## src/rtl/st_pkg.sv

```systemverilog
// Shared definitions for the 16-bit MIPS-style pipeline: opcodes, fetch-state
// encoding and the bubble instruction, used by stage 1, stage 2 and the hazard unit.
package st_pkg;

  localparam int ADDR_W  = 16;
  localparam int INSTR_W = 16;

  localparam logic [3:0] OP_HALT  = 4'b0000;
  localparam logic [3:0] OP_JUMP  = 4'b0001;
  localparam logic [3:0] OP_BGT   = 4'b0100;
  localparam logic [3:0] OP_BLT   = 4'b0101;
  localparam logic [3:0] OP_BEQ   = 4'b0110;
  localparam logic [3:0] OP_RTYPE = 4'b1111;

  localparam logic [INSTR_W-1:0] BUBBLE_INSTR = 16'h0000;
  localparam logic [ADDR_W-1:0]  PC_STEP      = 16'h0002;
  localparam logic [ADDR_W-1:0]  HALF_ALIGN   = 16'hFFFE;

  typedef enum logic [1:0] {
    RUN       = 2'b00,
    HALT_SEEN = 2'b01,
    HALTED    = 2'b10
  } fetch_state_e;

  function automatic logic [3:0] opcode_of(input logic [INSTR_W-1:0] instr);
    return instr[15:12];
  endfunction

endpackage

```

## src/rtl/st1_fetch_stage_if.sv

```systemverilog
// Stage-1 bus bundle: instruction-memory port, hazard/redirect/halt controls
// and the IF/ID register outputs feeding stage 2.
interface st1_fetch_stage_if;
  import st_pkg::*;

  logic [ADDR_W-1:0]  imem_addr;
  logic [INSTR_W-1:0] imem_data;
  logic               stall;
  logic               redirect_valid;
  logic [ADDR_W-1:0]  redirect_pc;
  logic               halt_commit;
  logic [INSTR_W-1:0] if_id_instr;
  logic [ADDR_W-1:0]  if_id_pc2;
  logic               if_id_valid;
  logic               halted;

  modport master (
    output imem_addr, if_id_instr, if_id_pc2, if_id_valid, halted,
    input  imem_data, stall, redirect_valid, redirect_pc, halt_commit
  );

  modport slave (
    input  imem_addr, if_id_instr, if_id_pc2, if_id_valid, halted,
    output imem_data, stall, redirect_valid, redirect_pc, halt_commit
  );

endinterface

```

## src/rtl/st1_fetch_stage.sv

```systemverilog
// Pipeline stage 1: program counter, instruction fetch and IF/ID register,
// with stall hold, redirect flush and the halt sequence.
module st1_fetch_stage
  import st_pkg::*;
#(
  parameter logic [ADDR_W-1:0] RESET_PC = 16'h0000
) (
  input logic               clk,
  input logic               rst,
  st1_fetch_stage_if.master bus
);

  fetch_state_e       state_r, state_nxt_s;
  logic [ADDR_W-1:0]  pc_r, pc_nxt_s, pc_plus2_s;
  logic [INSTR_W-1:0] if_id_instr_r, instr_nxt_s;
  logic [ADDR_W-1:0]  if_id_pc2_r, pc2_nxt_s;
  logic               if_id_valid_r, valid_nxt_s;
  logic               halted_r;

  // 16-bit add wraps 16'hFFFE to 16'h0000 for both PC and link value
  assign pc_plus2_s = pc_r + PC_STEP;

  // Next-state / next-PC / IF/ID selection in priority order halt > redirect > stall > fetch
  always_comb begin
    state_nxt_s = state_r;
    pc_nxt_s    = pc_r;
    instr_nxt_s = if_id_instr_r;
    pc2_nxt_s   = if_id_pc2_r;
    valid_nxt_s = if_id_valid_r;
    if (bus.halt_commit) begin
      state_nxt_s = HALTED;
      valid_nxt_s = 1'b0;
    end else if (state_r == HALTED) begin
      state_nxt_s = HALTED;
    end else if (bus.redirect_valid) begin
      state_nxt_s = RUN;
      pc_nxt_s    = bus.redirect_pc & HALF_ALIGN;
      instr_nxt_s = BUBBLE_INSTR;
      valid_nxt_s = 1'b0;
    end else if (bus.stall) begin
      state_nxt_s = state_r;
    end else begin
      case (state_r)
        RUN: begin
          instr_nxt_s = bus.imem_data;
          pc2_nxt_s   = pc_plus2_s;
          valid_nxt_s = 1'b1;
          // A fetched halt is passed on once; the PC then parks on it
          if (opcode_of(bus.imem_data) == OP_HALT) begin
            state_nxt_s = HALT_SEEN;
          end else begin
            pc_nxt_s = pc_plus2_s;
          end
        end
        HALT_SEEN: begin
          instr_nxt_s = BUBBLE_INSTR;
          valid_nxt_s = 1'b0;
        end
        default: begin
          state_nxt_s = state_r;
        end
      endcase
    end
  end

  // State, PC and IF/ID registers
  always_ff @(posedge clk) begin
    if (rst) begin
      state_r       <= RUN;
      pc_r          <= RESET_PC;
      if_id_instr_r <= BUBBLE_INSTR;
      if_id_pc2_r   <= 16'h0000;
      if_id_valid_r <= 1'b0;
      halted_r      <= 1'b0;
    end else begin
      state_r       <= state_nxt_s;
      pc_r          <= pc_nxt_s;
      if_id_instr_r <= instr_nxt_s;
      if_id_pc2_r   <= pc2_nxt_s;
      if_id_valid_r <= valid_nxt_s;
      halted_r      <= (state_nxt_s == HALTED);
    end
  end

  assign bus.imem_addr   = pc_r;
  assign bus.if_id_instr = if_id_instr_r;
  assign bus.if_id_pc2   = if_id_pc2_r;
  assign bus.if_id_valid = if_id_valid_r;
  assign bus.halted      = halted_r;

endmodule
```

## src/flat_wrapper.sv

```systemverilog
// flat-port wrapper written by rule: the top's interface ports become plain ports
module st1_fetch_stage_flat import st_pkg::*;
#(
  parameter logic [ADDR_W-1:0] RESET_PC = 16'h0000
)
  (clk, rst, bus_imem_addr, bus_if_id_instr, bus_if_id_pc2, bus_if_id_valid, bus_halted, bus_imem_data, bus_stall, bus_redirect_valid, bus_redirect_pc, bus_halt_commit);
  st1_fetch_stage_if bus_i ();
  input logic clk;
  input logic rst;
  output wire logic [$bits(bus_i.imem_addr)-1:0] bus_imem_addr;
  output wire logic [$bits(bus_i.if_id_instr)-1:0] bus_if_id_instr;
  output wire logic [$bits(bus_i.if_id_pc2)-1:0] bus_if_id_pc2;
  output wire logic [$bits(bus_i.if_id_valid)-1:0] bus_if_id_valid;
  output wire logic [$bits(bus_i.halted)-1:0] bus_halted;
  input wire logic [$bits(bus_i.imem_data)-1:0] bus_imem_data;
  input wire logic [$bits(bus_i.stall)-1:0] bus_stall;
  input wire logic [$bits(bus_i.redirect_valid)-1:0] bus_redirect_valid;
  input wire logic [$bits(bus_i.redirect_pc)-1:0] bus_redirect_pc;
  input wire logic [$bits(bus_i.halt_commit)-1:0] bus_halt_commit;
  assign bus_imem_addr = bus_i.imem_addr;
  assign bus_if_id_instr = bus_i.if_id_instr;
  assign bus_if_id_pc2 = bus_i.if_id_pc2;
  assign bus_if_id_valid = bus_i.if_id_valid;
  assign bus_halted = bus_i.halted;
  assign bus_i.imem_data = bus_imem_data;
  assign bus_i.stall = bus_stall;
  assign bus_i.redirect_valid = bus_redirect_valid;
  assign bus_i.redirect_pc = bus_redirect_pc;
  assign bus_i.halt_commit = bus_halt_commit;
  st1_fetch_stage #(.RESET_PC(RESET_PC)) u_core (.clk(clk), .rst(rst), .bus(bus_i));
endmodule
```

## config.mk

```make
export PLATFORM = sky130hd
export DESIGN_NAME = st1_fetch_stage_flat
export DESIGN_NICKNAME = d
export VERILOG_FILES = /design/src/rtl/st_pkg.sv /design/src/rtl/st1_fetch_stage_if.sv /design/src/rtl/st1_fetch_stage.sv /design/src/flat_wrapper.sv
export SDC_FILE = /design/constraint.sdc
export NUM_CORES = 1
export LEC_CHECK = 0
export ABC_CLOCK_PERIOD_IN_PS = 2400
export BUFFER_PORTS_ARGS = -buffer_cell sky130_fd_sc_hd__buf_2
export CORE_AREA = 2 2 77 79
export CTS_BUF_LIST = sky130_fd_sc_hd__clkbuf_4
export DETAILED_ROUTE_END_ITERATION = 8
export DIE_AREA = 0 0 79 81
export HOLD_SLACK_MARGIN = 0.15
export PLACE_DENSITY = 0.81
export SYNTH_ARGS = -nofsm -noshare
export SYNTH_HDL_FRONTEND = slang
export SYNTH_SLANG_ARGS = --single-unit
```

## constraint.sdc

```tcl
create_clock -name clk -period 2.4 [get_ports clk]
set_clock_uncertainty 0.1 [all_clocks]
set_input_delay 0.24 -clock clk [delete_from_list [all_inputs] [get_ports clk]]
set_output_delay 0.24 -clock clk [all_outputs]
set_load 0.005 [all_outputs]
```

### Word level (Yosys, flattened, before mapping)

Cells that the tools add are included.
W data, S select, Z words.

* multiplexer cells: 16
* reduce and logical (&&, ||, !) cells: 9
* $mul: 0
* $add $sub $neg: 1
* equal/unequal tests: 5
* shift operators: 0
* magnitude comparators: 0
* bitwise gates (word level): 4
* div/mod/pow operators: 0

Operators by type and width (count)
* $mux W16: 6
* $pmux W16 S2: 1
* $add A16 B2 Y16 const B: 1
* $mux W2: 6
* $reduce_and A5 Y1: 2
* $eq A2 B2 Y1 const B: 2
* $logic_not A4 Y1: 1
* $not A1 Y1: 4
* $reduce_and A4 Y1: 1
* $reduce_and A3 Y1: 1
* $reduce_bool A3 Y1: 1
* $eq A2 B1 Y1 const B: 1
* $logic_not A2 Y1: 1
* $mux W1: 2
* $ne A2 B1 Y1 const B: 1
* $ne A2 B2 Y1 const B: 1
* $pmux W1 S2: 1
* $reduce_bool A2 Y1: 1
* $reduce_or A2 Y1: 1

* flip-flop bits (word level): 52
* bits in read-only memories: 0
* bits in latches: 0
* RAM bits: 0
* word-level logic and storage cells: 41
* output and inout bits: 50
* memories kept: 0

### Logic depth before layout (Yosys ltp)

* depth in word-level cells: 8
* mapped depth: 7
* depth with buffers taken out: 5

### Worst setup path before layout

OpenSTA, ideal clock, no wires.

* kind: reg2reg
* start point: register u_core.pc_r[2] (netlist: u_core.bus.imem_addr[2])
* end point: register u_core.pc_r[9] (netlist: u_core.bus.imem_addr[9])
* period minus slack after synthesis: 1.772 ns
* buffers on the path: 0
* setup slack: 0.628 ns
* stages on the path, launching flop included: 6
* arrival time: 1.554 ns
* cell sequence: dfxtp_1 -> ha_1 -> nand2_1 -> nor4_1 -> o21ai_0 -> a32o_1

* longest elaborated chain between the ends: 5

Ends and longest elaborated chain
* start, declared: line st1_fetch_stage.sv:14 `logic [ADDR_W-1:0] pc_r, pc_nxt_s, pc_plus2_s;`
* start signal, assigned: line st1_fetch_stage.sv:77 `pc_r <= pc_nxt_s;`
* $add A16 B2 Y16: line st1_fetch_stage.sv:21 `assign pc_plus2_s = pc_r + PC_STEP;`
* $mux W16: line st1_fetch_stage.sv:49 `if (opcode_of(bus.imem_data) == OP_HALT) begin`
* $mux W16: line st1_fetch_stage.sv:43 `case (state_r)`
* $mux W16: line st1_fetch_stage.sv:40 `end else if (bus.stall) begin`
* $mux W16: line st1_fetch_stage.sv:35 `end else if (bus.redirect_valid) begin`

No other way between the ends. The select of a mux whose other input is x is not followed.
A chain may end at the register's enable or synchronous reset.

### Final worst setup path

* start point: register u_core.state_r[0]
* end point: register u_core.if_id_instr_r[2] (netlist: u_core.bus.if_id_instr[2])

* longest elaborated chain between the ends: 4

Ends and longest elaborated chain
* start, declared: line st1_fetch_stage.sv:13 `fetch_state_e state_r, state_nxt_s;`
* start signal, assigned: line st1_fetch_stage.sv:76 `state_r <= state_nxt_s;`
* $eq A2 B1 Y1 or $logic_not A2 Y1 (tied branches): line st1_fetch_stage.sv:43
* $pmux W16 S2: line st1_fetch_stage.sv:43
* $mux W16: line st1_fetch_stage.sv:40
* $mux W16: line st1_fetch_stage.sv:35
* end signal, assigned: line st1_fetch_stage.sv:78 `if_id_instr_r <= instr_nxt_s;`
* end, declared: line st1_fetch_stage.sv:15 `logic [INSTR_W-1:0] if_id_instr_r, instr_nxt_s;`

Parallel ways exist; a longest one is shown, timed or not. The select of a mux whose other input is x is not followed.

==> out/metrics.cfg <==
[job]
cap_violations = 0

[global_routing]
grt_pass1_vias = 2350
antenna_found_initial = 0
grtUsageTotal_pct = 21.8
globalRoute.totalOverflow = 0
grt_max_degree = 41
grt_first_pass_wirelength_mm = 11.2

[logic_synthesis]
ys_ff_latch = 50
async_flop_share_pct = 0
yosysUniqueCellTypes = 48
yosys_warnings = 0
synthFlopType = dfxtp_1
synth_area_per_cell_um2 = 8.38
synth_edf_count = 0
synth-seq-area-share_pct = 41.3
synthCells = 289
synth_area_um2 = 2420

[place]
place.gp.congestion = 0.881
io_buffers = 83
placed_area_um2 = 2880
dp_hpwl_mm = 4.35

[cts]
cts_resized = 0
htree_num_levels = 2
clk_latency_ns = 0.37
path_clk_slew_ns = 0.14
cts_buffer_depth = 2
cts_tree = yes
cts.sink_count = 50
ctsHoldBuffers = 30
cts_buffers = 5
cts-root-buf = clkbuf_4
post_cts_buffers = 0

[detailed_routing]
drtAntennaViolNets = 0
top_layer = met4
vias_per_cell = 5.51
dr_wl_met3_um = 363
dr.pass1.iters = 4
drt-initial-drc-count = 275
wl_per_cell_um = 14.9
route.met2.wl_mm = 3.46
drc_errors = 0
num_vias = 2584
wl_mm = 6.99
wl_met1_mm = 3.01

[timing]
finalHoldViolCount = 0
setup_viol = 0
max-slew-margin-rel_pct = 30.7
period_needed_ns = 2.04
fin_crit_sh_pct = 85.2
rsz0062_at_grt = no
final.setup.tns_ns = 0
clock.fmax_ghz = 0.489
tightest_slew_ns = 1.04
maxSlewViolCount = 0

[floorplanning]
start_util_pct = 42.7
pin_count = 87
die_y_um = 81
coreArea_um2 = 5680
die_w_um = 79
dieArea_um2 = 6400
row_count = 28

[cells_and_area]
final_cell_area_um2 = 3230
n_antenna_cell = 0
layout-drive-gt1-share_pct = 27.4
areaGrowthSynthToFinish_pct = 33.4
fin_nets = 431

[worst_setup_path]
critical_path.most_common_cell = a21oi_1
crit_path_start_kind = flop
crit_chain = nand2b_1 -> a21oi_1 -> o21ai_0 -> a21oi_1
max_stage_delay_ns = 0.86
arrival_ns = 2.25
end_kind = flop
cp_max_fo = 16
worstPathRequired_ns = 2.61
worstSetupPathType = flop to flop
slowest_stage = a21oi_1

[power_and_ir_drop]
peakVddDrop_v = 0.000244
power.density_nw_per_um2 = 486
p_leak_uw = 0.00129

[hold_path]
hp-class = input port to flop

[outcome]
outcome = completed

## cell usage in the layout, fill, tap and decap left out, drive strengths merged, types with 2 or more instances in the layout
cell         synthesis  routed
nor4                 6       6
a311oi               2       2
nand4               20      20
o21ai               29      29
xnor2               11      11
clkinv               0       2
dlygate4sd3          0      30
a31oi                4       4
mux2i                3       3
nand3               12      12
nand2               17      17
o31a                 2       2
nor3                 4       4
a21oi               30      30
inv                  8       8
nor2                22      22
buf                 13      92
o41ai                2       2
dfxtp               50      50
a32o                 4       4
clkbuf              13       6
a22o                 3       3
nand2b               4       4
a211oi               9       9
conb                 1       2
o221ai               3       3
## registers in the layout, summed over array words and instances (netlist names)
signal	count
u_core.state_r	2
u_core.bus.if_id_instr	16
u_core.bus.imem_addr	15
u_core.bus.if_id_valid	1
u_core.bus.halted	1
u_core.bus.if_id_pc2	15
## worst paths after layout
| kind | start | to | slack (ns) | cells after the start |
|---|---|---|---|---|
| hold reg to reg | u_core.bus.if_id_instr[7]$_SDFFE_PP0P_ | u_core.bus.if_id_instr[7]$_SDFFE_PP0P_ | 0.38 | 2 |
| hold / removal | bus_redirect_pc[5] | u_core.bus.imem_addr[5]$_SDFFE_PP0P_ | 0.17 | 4 |
| setup / recovery | u_core.state_r[0]$_SDFF_PP0_ | u_core.bus.if_id_instr[2]$_SDFFE_PP0P_ | 0.36 | 4 |
| setup reg to reg | u_core.state_r[0]$_SDFF_PP0_ | u_core.bus.if_id_instr[2]$_SDFFE_PP0P_ | 0.36 | 4 |
## cell families after synthesis
kind of cell             count (synthesis)  synth area share (%)
buffers and inverters                   34                  6.67
XOR/XNOR                                12                  4.34
flip-flops                              50                  41.3
AO/OA/AOI/OAI                           97                  26.3
adder cells (fa/ha/maj)                  1                 0.517
AND/OR/NAND/NOR                         91                  19.5
other                                    1                 0.155
multiplexers                             3                  1.24
## synth_stat cells, drive strengths merged, types with 2 or more instances
master	n	area share (%)
dfxtp	50	41
a21oi	30	6.2
o21ai	29	6.0
nor2	22	3.4
nand4	20	5.2
nand2	17	2.6
buf	13	3.4
clkbuf	13	2.0
nand3	12	2.7
xnor2	11	4.0
a211oi	9	3.0
inv	8	1.2
nor4	6	1.8
a31oi	4	1.0
a32o	4	1.7
nand2b	4	1.0
nor3	4	0.83
a22o	3	1.1
mux2i	3	1.2
o221ai	3	1.1
a311oi	2	0.98
o31a	2	0.72
o41ai	2	0.72
## layout make-up
cell class              count  area, µm²
fillers                   532       2440
multi-input cells         206       1270
inverters                   8       30.0
repair buffers            122        783
well taps                  75       93.8
clock inverters             2       8.76
flip-flops and latches     50       1000
clock buffers               6       45.0
## report_power, final
part	internal (µW)	total, µW	switching [µW]
clock	122	388	266
sequential	864	892	27.6
combinational	135	290	155
total	1120	1570	448
## per-stage QoR
step	hold WS, ns	total power, µW	setup slack, ns	std cells	utilization [%]
2_1_floorplan	0.305	1060	0.628	290	-
3_3_place_gp	0.354	1150	0.511	431	50.7
3_5_place_dp	0.364	1160	0.418	431	50.7
4_1_cts	0.159	1570	0.387	469	56.9
5_1_grt	0.182	1660	0.148	469	56.9
6_report	0.173	1570	0.356	469	56.9
## per-layer routing
layer,global-route usage (%),vias up
li1,-,1275
met5,0,-
met3,3.11,15
met1,28.7,1208
met4,7.07,0
met2,36.9,86
## critical path: cells and delay by family, from the launching register on
kind	cells	cell delay [ns]
flops	1	0.40
simple gates	1	0.25
compound gates	3	1.23
No activity file was read; power rests on OpenSTA's default activity.
